### src/rtl/ctx_fetch_arbiter.sv
// Fetch-stage arbiter between program memory and timer-injected instructions.
// Freezes the PC around injected sequences and commits context-branch (bctx) switches.
module ctx_fetch_arbiter #(
   parameter logic [31:0] NOP_INSTR = 32'hA000_0000,
   parameter logic [5:0]  OP_BCTX   = 6'b111111,
   parameter int unsigned INJ_MAX   = 16
) (
   input  logic        clk,
   input  logic        reset,
   input  logic        flag_pausa,
   input  logic [31:0] instr_timer,
   input  logic [31:0] instr_mem,
   input  logic [31:0] end_pc,
   input  logic [31:0] reg_a_data,
   input  logic [31:0] reg_b_data,
   output logic [31:0] instrucao,
   output logic        pc_hold,
   output logic        pc_load,
   output logic [31:0] pc_next,
   output logic [31:0] contexto,
   output logic [31:0] saved_pc,
   output logic        switch_done,
   output logic        inj_abort
);

   localparam int unsigned CNT_W = $clog2(INJ_MAX + 1);
   localparam logic [CNT_W-1:0] INJ_LAST = CNT_W'(INJ_MAX - 1);

   typedef enum logic [2:0] {
      ST_RUN,
      ST_INJECT,
      ST_SWITCH,
      ST_WAIT,
      ST_RESUME
   } state_t;

   state_t           state;
   logic [CNT_W-1:0] inj_cnt;
   logic             bctx_mem;
   logic             bctx_timer;

   assign bctx_mem   = (instr_mem[31:26] == OP_BCTX);
   assign bctx_timer = (instr_timer[31:26] == OP_BCTX);

   // NOTE: every output gets a default before the case so no latch is inferred.
   always_comb begin
      instrucao = instr_mem;
      pc_hold   = 1'b0;
      case (state)
         ST_RUN: begin
            instrucao = instr_mem;
            pc_hold   = 1'b0;
         end
         ST_INJECT: begin
            instrucao = instr_timer;
            pc_hold   = 1'b1;
         end
         default: begin
            instrucao = NOP_INSTR;
            pc_hold   = 1'b1;
         end
      endcase
   end

   // NOTE: all state and registered outputs use non-blocking assignments.
   always_ff @(posedge clk or posedge reset) begin
      if (reset) begin
         state       <= ST_RUN;
         inj_cnt     <= '0;
         contexto    <= '0;
         saved_pc    <= '0;
         pc_next     <= '0;
         pc_load     <= 1'b0;
         switch_done <= 1'b0;
         inj_abort   <= 1'b0;
      end else begin
         // pc_load and switch_done are single-cycle strobes unless re-armed below.
         pc_load     <= 1'b0;
         switch_done <= 1'b0;
         case (state)
            ST_RUN: begin
               if (flag_pausa) begin
                  saved_pc <= end_pc;
                  inj_cnt  <= '0;
                  state    <= ST_INJECT;
               end else if (bctx_mem) begin
                  pc_next  <= reg_a_data;
                  contexto <= reg_b_data;
                  pc_load  <= 1'b1;
                  state    <= ST_SWITCH;
               end
            end
            ST_INJECT: begin
               inj_cnt <= inj_cnt + CNT_W'(1);
               if (bctx_timer) begin
                  pc_next  <= reg_a_data;
                  contexto <= reg_b_data;
                  pc_load  <= 1'b1;
                  state    <= ST_SWITCH;
               end else if (!flag_pausa) begin
                  pc_next <= saved_pc;
                  pc_load <= 1'b1;
                  state   <= ST_RESUME;
               end else if (inj_cnt == INJ_LAST) begin
                  inj_abort <= 1'b1;
                  pc_next   <= saved_pc;
                  pc_load   <= 1'b1;
                  state     <= ST_RESUME;
               end
            end
            ST_SWITCH: begin
               switch_done <= 1'b1;
               state       <= ST_WAIT;
            end
            ST_WAIT: begin
               // Timer may still be draining its sequence; hold the pipeline until it lets go.
               if (!flag_pausa) state <= ST_RUN;
            end
            ST_RESUME: begin
               state <= ST_RUN;
            end
            default: begin
               state <= ST_RUN;
            end
         endcase
      end
   end

   a_pc_load_pulse: assert property (@(posedge clk) disable iff (reset) pc_load |=> !pc_load);
   a_abort_sticky:  assert property (@(posedge clk) disable iff (reset) inj_abort |=> inj_abort);
   a_hold_off_run:  assert property (@(posedge clk) disable iff (reset) (state != ST_RUN) |-> pc_hold);

endmodule
### config.mk
export PLATFORM = sky130hd
export DESIGN_NAME = ctx_fetch_arbiter
export DESIGN_NICKNAME = d
export VERILOG_FILES = /design/src/rtl/ctx_fetch_arbiter.sv
export SDC_FILE = /design/constraint.sdc
export NUM_CORES = 1
export LEC_CHECK = 0
export ABC_AREA = 1
export BUFFER_PORTS_ARGS = -buffer_cell sky130_fd_sc_hd__buf_2
export CAP_MARGIN = 10
export CORE_ASPECT_RATIO = 0.75
export CORE_MARGIN = 10
export CORE_UTILIZATION = 45
export DETAILED_ROUTE_END_ITERATION = 10
export PLACE_DENSITY = 0.82
export SLEW_MARGIN = 30
export SYNTH_ARGS = -nofsm -noshare
export SYNTH_HDL_FRONTEND = slang
export SYNTH_SLANG_ARGS = --single-unit
### constraint.sdc
create_clock -name clk -period 4.75 [get_ports clk]
set_input_delay 1.1875 -clock clk [delete_from_list [all_inputs] [get_ports clk]]
set_output_delay 1.1875 -clock clk [all_outputs]
set_load 0.005 [all_outputs]
### After elaboration in Yosys (flattened, before gate mapping)

Index checks and enable logic that the tools add are counted.

| storage, ports and cells | value |
|---|---|
| register bits | 107 |
| input bits | 163 |
| output and inout bits | 132 |
| logic and storage cells | 59 |

| operators by class | value |
|---|---|
| $add $sub $neg | 1 |
| eq/ne operators | 13 |
| mux-type cells | 28 |
| bitwise logic cells | 1 |
| reductions and logical operators | 8 |

Operators by type and width:

| kind | number |
|---|---|
| 32-bit two-way mux | 8 |
| 32-bit case mux with 2 select lines | 3 |
| 3-bit two-way mux | 6 |
| 6-bit equality test, second input constant | 2 |
| 3-bit case mux with 4 select lines | 1 |
| 4-bit AND reduction | 3 |
| 2-bit inequality test, second input constant | 5 |
| 5-bit case mux with 2 select lines | 1 |
| 1-bit two-way mux | 7 |
| 3-bit by 2-bit equality test with 1-bit output, second input constant | 2 |
| 5-bit by 1-bit adder with 5-bit output, second input constant | 1 |
| 5-bit by 4-bit equality test with 1-bit output, second input constant | 1 |
| 5-bit two-way mux | 1 |
| 4-bit inequality test, second input constant | 1 |
| 2-bit AND reduction | 2 |
| 3-bit by 1-bit equality test with 1-bit output, second input constant | 1 |
| 3-bit zero test | 1 |
| 3-bit inequality test, second input constant | 1 |
| 3-bit AND reduction | 1 |
| 1-bit case mux with 2 select lines | 1 |
| 2-bit nonzero test | 1 |
| 1-bit inverter | 1 |

### Logic depth before layout (Yosys ltp)

| logic depth | value |
|---|---|
| depth in word-level cells | 5 |
| depth in mapped cells | 11 |
| depth with buffers taken out | 10 |

### Worst setup path before layout

No wires, ideal clock.

| path | value |
|---|---|
| kind | input port to output port |
| start | input instr_timer[0] |
| end | output instrucao[0] |
| arrival | 1,404 ps |
| required time | 3,563 ps |
| setup slack | 2,158 ps |
| stages on the path | 1 |
| buffers on the path | 0 |
| cell sequence | a22o_1 |

| on the way | value |
|---|---|
| cells in the longest elaborated chain, start to end | 1 |

RTL lines:

| item | line | RTL |
|---|---|---|
| start: declaration | 11 | `input logic [31:0] instr_timer,` |
| 32-bit case mux with 2 select lines | 49 | `case (state)` |
| end: declaration | 16 | `output logic [31:0] instrucao,` |

Every way passes these cells.

### Final worst setup path

| path | value |
|---|---|
| start | input instr_timer[26] |
| end | register pc_next[27] |

| on the way | value |
|---|---|
| cells in the longest elaborated chain, start to end | 3 |
| elaborated cells between the ends (all ways) | 5 |
| classes of those cells | eq/ne (2); mux (2); reduce/logical (1) |

RTL lines:

| item | line | RTL |
|---|---|---|
| 6-bit equality test (*) | 43 | `assign bctx_timer = (instr_timer[31:26] == OP_BCTX);` |
| 4-bit inequality test (no line) / 32-bit two-way mux (equally long branches) | n/a |  |
| 4-bit AND reduction (no line) / 32-bit case mux with 2 select lines (equally long branches) | n/a |  |
| end signal: assignment | 87 | `pc_next <= reg_a_data;` |
| end signal: assignment | 96 | `pc_next <= reg_a_data;` |
| end signal: assignment | 101 | `pc_next <= saved_pc;` |
| end: declaration | 19 | `output logic [31:0] pc_next,` |

Mark *: on every way between the ends. The rest lies on a longest branch, timed or not.
A chain may end at the register's enable or synchronous reset.

==> impl_metrics.py <==
metrics = {
    "placed_design": {
        "portBuffers": 294,
        "hpwl_um": 13500,
        "place_area_um2": 6640,
        "place_congestion": 0.844,
        "dp_slack_ns": 1.06,
        "place_inst": 1039,
    },
    "setup_path": {
        "path_class": "input port to flip-flop",
        "end_kind": "flip-flop",
        "r2r_setup_slack_ns": 1.90,
        "arrival_ns": 3.58,
        "cp.required_ns": 4.97,
        "worstPathMaxFanout": 33,
        "r2r-start": "state[1]$_DFFE_PP0P_",
        "r2r.worst_path.cells": 7,
        "start_kind": "input port",
        "r2r-end": "pc_next[27]$_DFFE_PP0P_",
    },
    "clocking": {
        "root_buffer": "clkbuf_16",
        "postCtsHoldBufs": 0,
        "cts_tree": "done",
        "numCtsBuffers": 9,
        "clk_path_buf_depth": 2,
        "postCtsSetupRepairBufs": 0,
        "cts.sinks": 107,
        "clkLatencyLatePin_ns": 0.33,
        "post_cts_resized": 0,
        "htree_levels": 3,
        "clk_pin_slew_worst_paths_ns": 0.07,
    },
    "timing": {
        "fmax_ghz": 0.298,
        "setup_ws_ns": 1.39,
        "slew_headroom": 0.420,
        "worst_slew_pin_slew_ns": 0.868,
        "skew_ns": 0.00639,
        "setup_violations": 0,
        "rsz0062_at_grt": "false",
        "post-route-min-period_ns": 3.36,
        "slew_violations": 0,
        "fin_setup_tns_ns": 0,
        "hold_violations": 0,
        "min_period_over_period": 0.707,
    },
    "finish": {
        "area_growth_pct": 33.8,
        "layout.cells.non_filler": 1057,
        "final_nets": 1075,
        "final_cell_mix": "nand2_1, buf_2, dfrtp_1",
        "drive_gt1_frac": 0.365,
        "fillCellCount": 981,
        "finalInstanceArea_um2": 6950,
        "final_common_cell": "nand2_1",
    },
    "route": {
        "drt_pass1_iterations": 7,
        "vias_per_cell": 5.07,
        "wl_met1_um": 7660,
        "routed_wl_um": 18400,
        "drc": 0,
        "ant_nets": 0,
        "via_count": 5355,
        "top_layer": "met5",
        "wl_met2_um": 8560,
        "wl_met3_um": 2050,
        "routedWlPerCell_um": 17.5,
        "dr.first_iter.drc_count": 389,
    },
    "synthesis": {
        "netlist_instances": 643,
        "ys_seq_area_frac": 0.515,
        "synth_nets": 808,
        "synthesis.area_um2": 5190,
        "ys.warnings.count": 0,
        "syn_avg_cell_area_um2": 8.08,
        "ys_ff_latch": 107,
        "synth_cell_types": 27,
    },
    "grt": {
        "grt_use_total": 0.218,
        "grt_first_pass_wirelength_um": 28700,
        "grt_max_degree": 86,
        "grt_pass1_vias": 5392,
        "overflow": 0,
        "antenna_found_initial": 2,
    },
    "min_path": {
        "hold_class": "flip-flop to flip-flop",
        "hp-start": "contexto[5]$_DFFE_PP0P_",
        "whs_endpoint": "contexto[5]$_DFFE_PP0P_",
        "hold_depth": 2,
    },
    "floorplanning": {
        "ioPinCount": 295,
        "design.core.area_um2": 11100,
        "fp-row-count": 33,
        "die_y_um": 113,
        "die_area_um2": 16300,
        "initial_core_util": 0.468,
        "die_w_um": 144,
    },
    "pwr": {
        "leakage_nw": 4.18,
        "p_per_area_nw_per_um2": 669,
        "ir_worst_vdd_mv": 0.300,
        "power_mw": 4.65,
    },
    "flow_run": {
        "maxCapViolations": 0,
    },
    "outcome": {
        "status": "finished clean",
    },
}
[synth_stat cells]
cell | number | area [um^2]
o21bai_1 | 1 | 7.51
nor2_2 | 2 | 12.5
nor3_1 | 1 | 5.00
a22o_1 | 30 | 263
nand2_4 | 1 | 11.3
dfrtp_1 | 107 | 2680
nor3_2 | 1 | 10.0
buf_2 | 26 | 130
ha_1 | 2 | 25.0
nand2_1 | 309 | 1160
o21ai_0 | 5 | 25.0
nand4_1 | 32 | 200
clkbuf_1 | 8 | 30.0
nor2_1 | 9 | 33.8
inv_1 | 9 | 33.8
inv_2 | 4 | 15.0
inv_4 | 1 | 6.26
o22ai_1 | 1 | 6.26
nand3_2 | 2 | 20.0
a31oi_1 | 1 | 6.26
nand3_1 | 70 | 350
nor2_4 | 1 | 11.3
o22a_1 | 1 | 8.76
buf_4 | 5 | 37.5
nand2_2 | 6 | 37.5
a21oi_1 | 3 | 15.0
buf_6 | 5 | 56.3
[cell families after synthesis]
logic type	Yosys count	share of synthesized area
and+or+nand+nor	434	0.356
buffers and inverters	58	0.0595
adders and majority gates	2	0.00482
AOI/OAI and AO/OA	42	0.0638
DFF	107	0.515
[routing by layer]
layer / global-route usage / up-vias
met5: 0 / -
met3: 0.0740 / 17
li1: - / 2645
met2: 0.350 / 245
met4: 0.0414 / 2
met1: 0.281 / 2446
[metrics by stage]
step / hold WS [ns] / util
4_1_cts: 0.479 / 0.625
3_5_place_dp: 0.462 / 0.598
3_3_place_gp: 0.456 / 0.597
2_1_floorplan: 0.468 / -
5_1_grt: 0.500 / 0.625
6_report: 0.474 / 0.626
[flip-flops by register name, indices dropped and copies added (netlist names)]
name	flops
switch_done	1
inj_abort	1
pc_load	1
saved_pc	32
state	3
inj_cnt	5
pc_next	32
contexto	32
[power breakdown]
group          leakage [nW]  internal (mW)  switching [mW]
clock network         0.146          0.439           0.315
registers              1.34           1.33           0.278
logic                  2.69          0.900            1.38
total                  4.18           2.67            1.97
[worst max-delay path by stage]
stage,from,end,depth (start not counted)
4_1_cts,instr_timer[26],pc_next[27]$_DFFE_PP0P_,9
3_5_place_dp,instr_timer[26],pc_next[27]$_DFFE_PP0P_,9
6_report,instr_timer[26],pc_next[27]$_DFFE_PP0P_,9
2_1_floorplan,reset,contexto[0]$_DFFE_PP0P_,1
5_1_grt,instr_timer[27],pc_next[31]$_DFFE_PP0P_,9
3_3_place_gp,instr_timer[26],pc_next[24]$_DFFE_PP0P_,9
[final cells by class]
cell class              count  area, um^2  area share
diodes                      2        5.00    0.000720
clock buffers              13         260      0.0375
clock inverters             3        46.3     0.00666
inverters                  14        60.1     0.00864
multi-input cells         478        2210       0.318
flip-flops and latches    107        2680       0.385
well taps                 140         175      0.0252
repair buffers            300        1520       0.218
[critical path, stage by stage]
cell and delay (ns):
buf_2 0.11, nand2_1 0.06, nor2_1 0.04, nand2_1 0.63
nand2_1 0.14, nand2_2 0.53, nand2_2 0.59, nand2_1 0.21
nand2_1 0.08
Power figures use the tool's default switching activity.
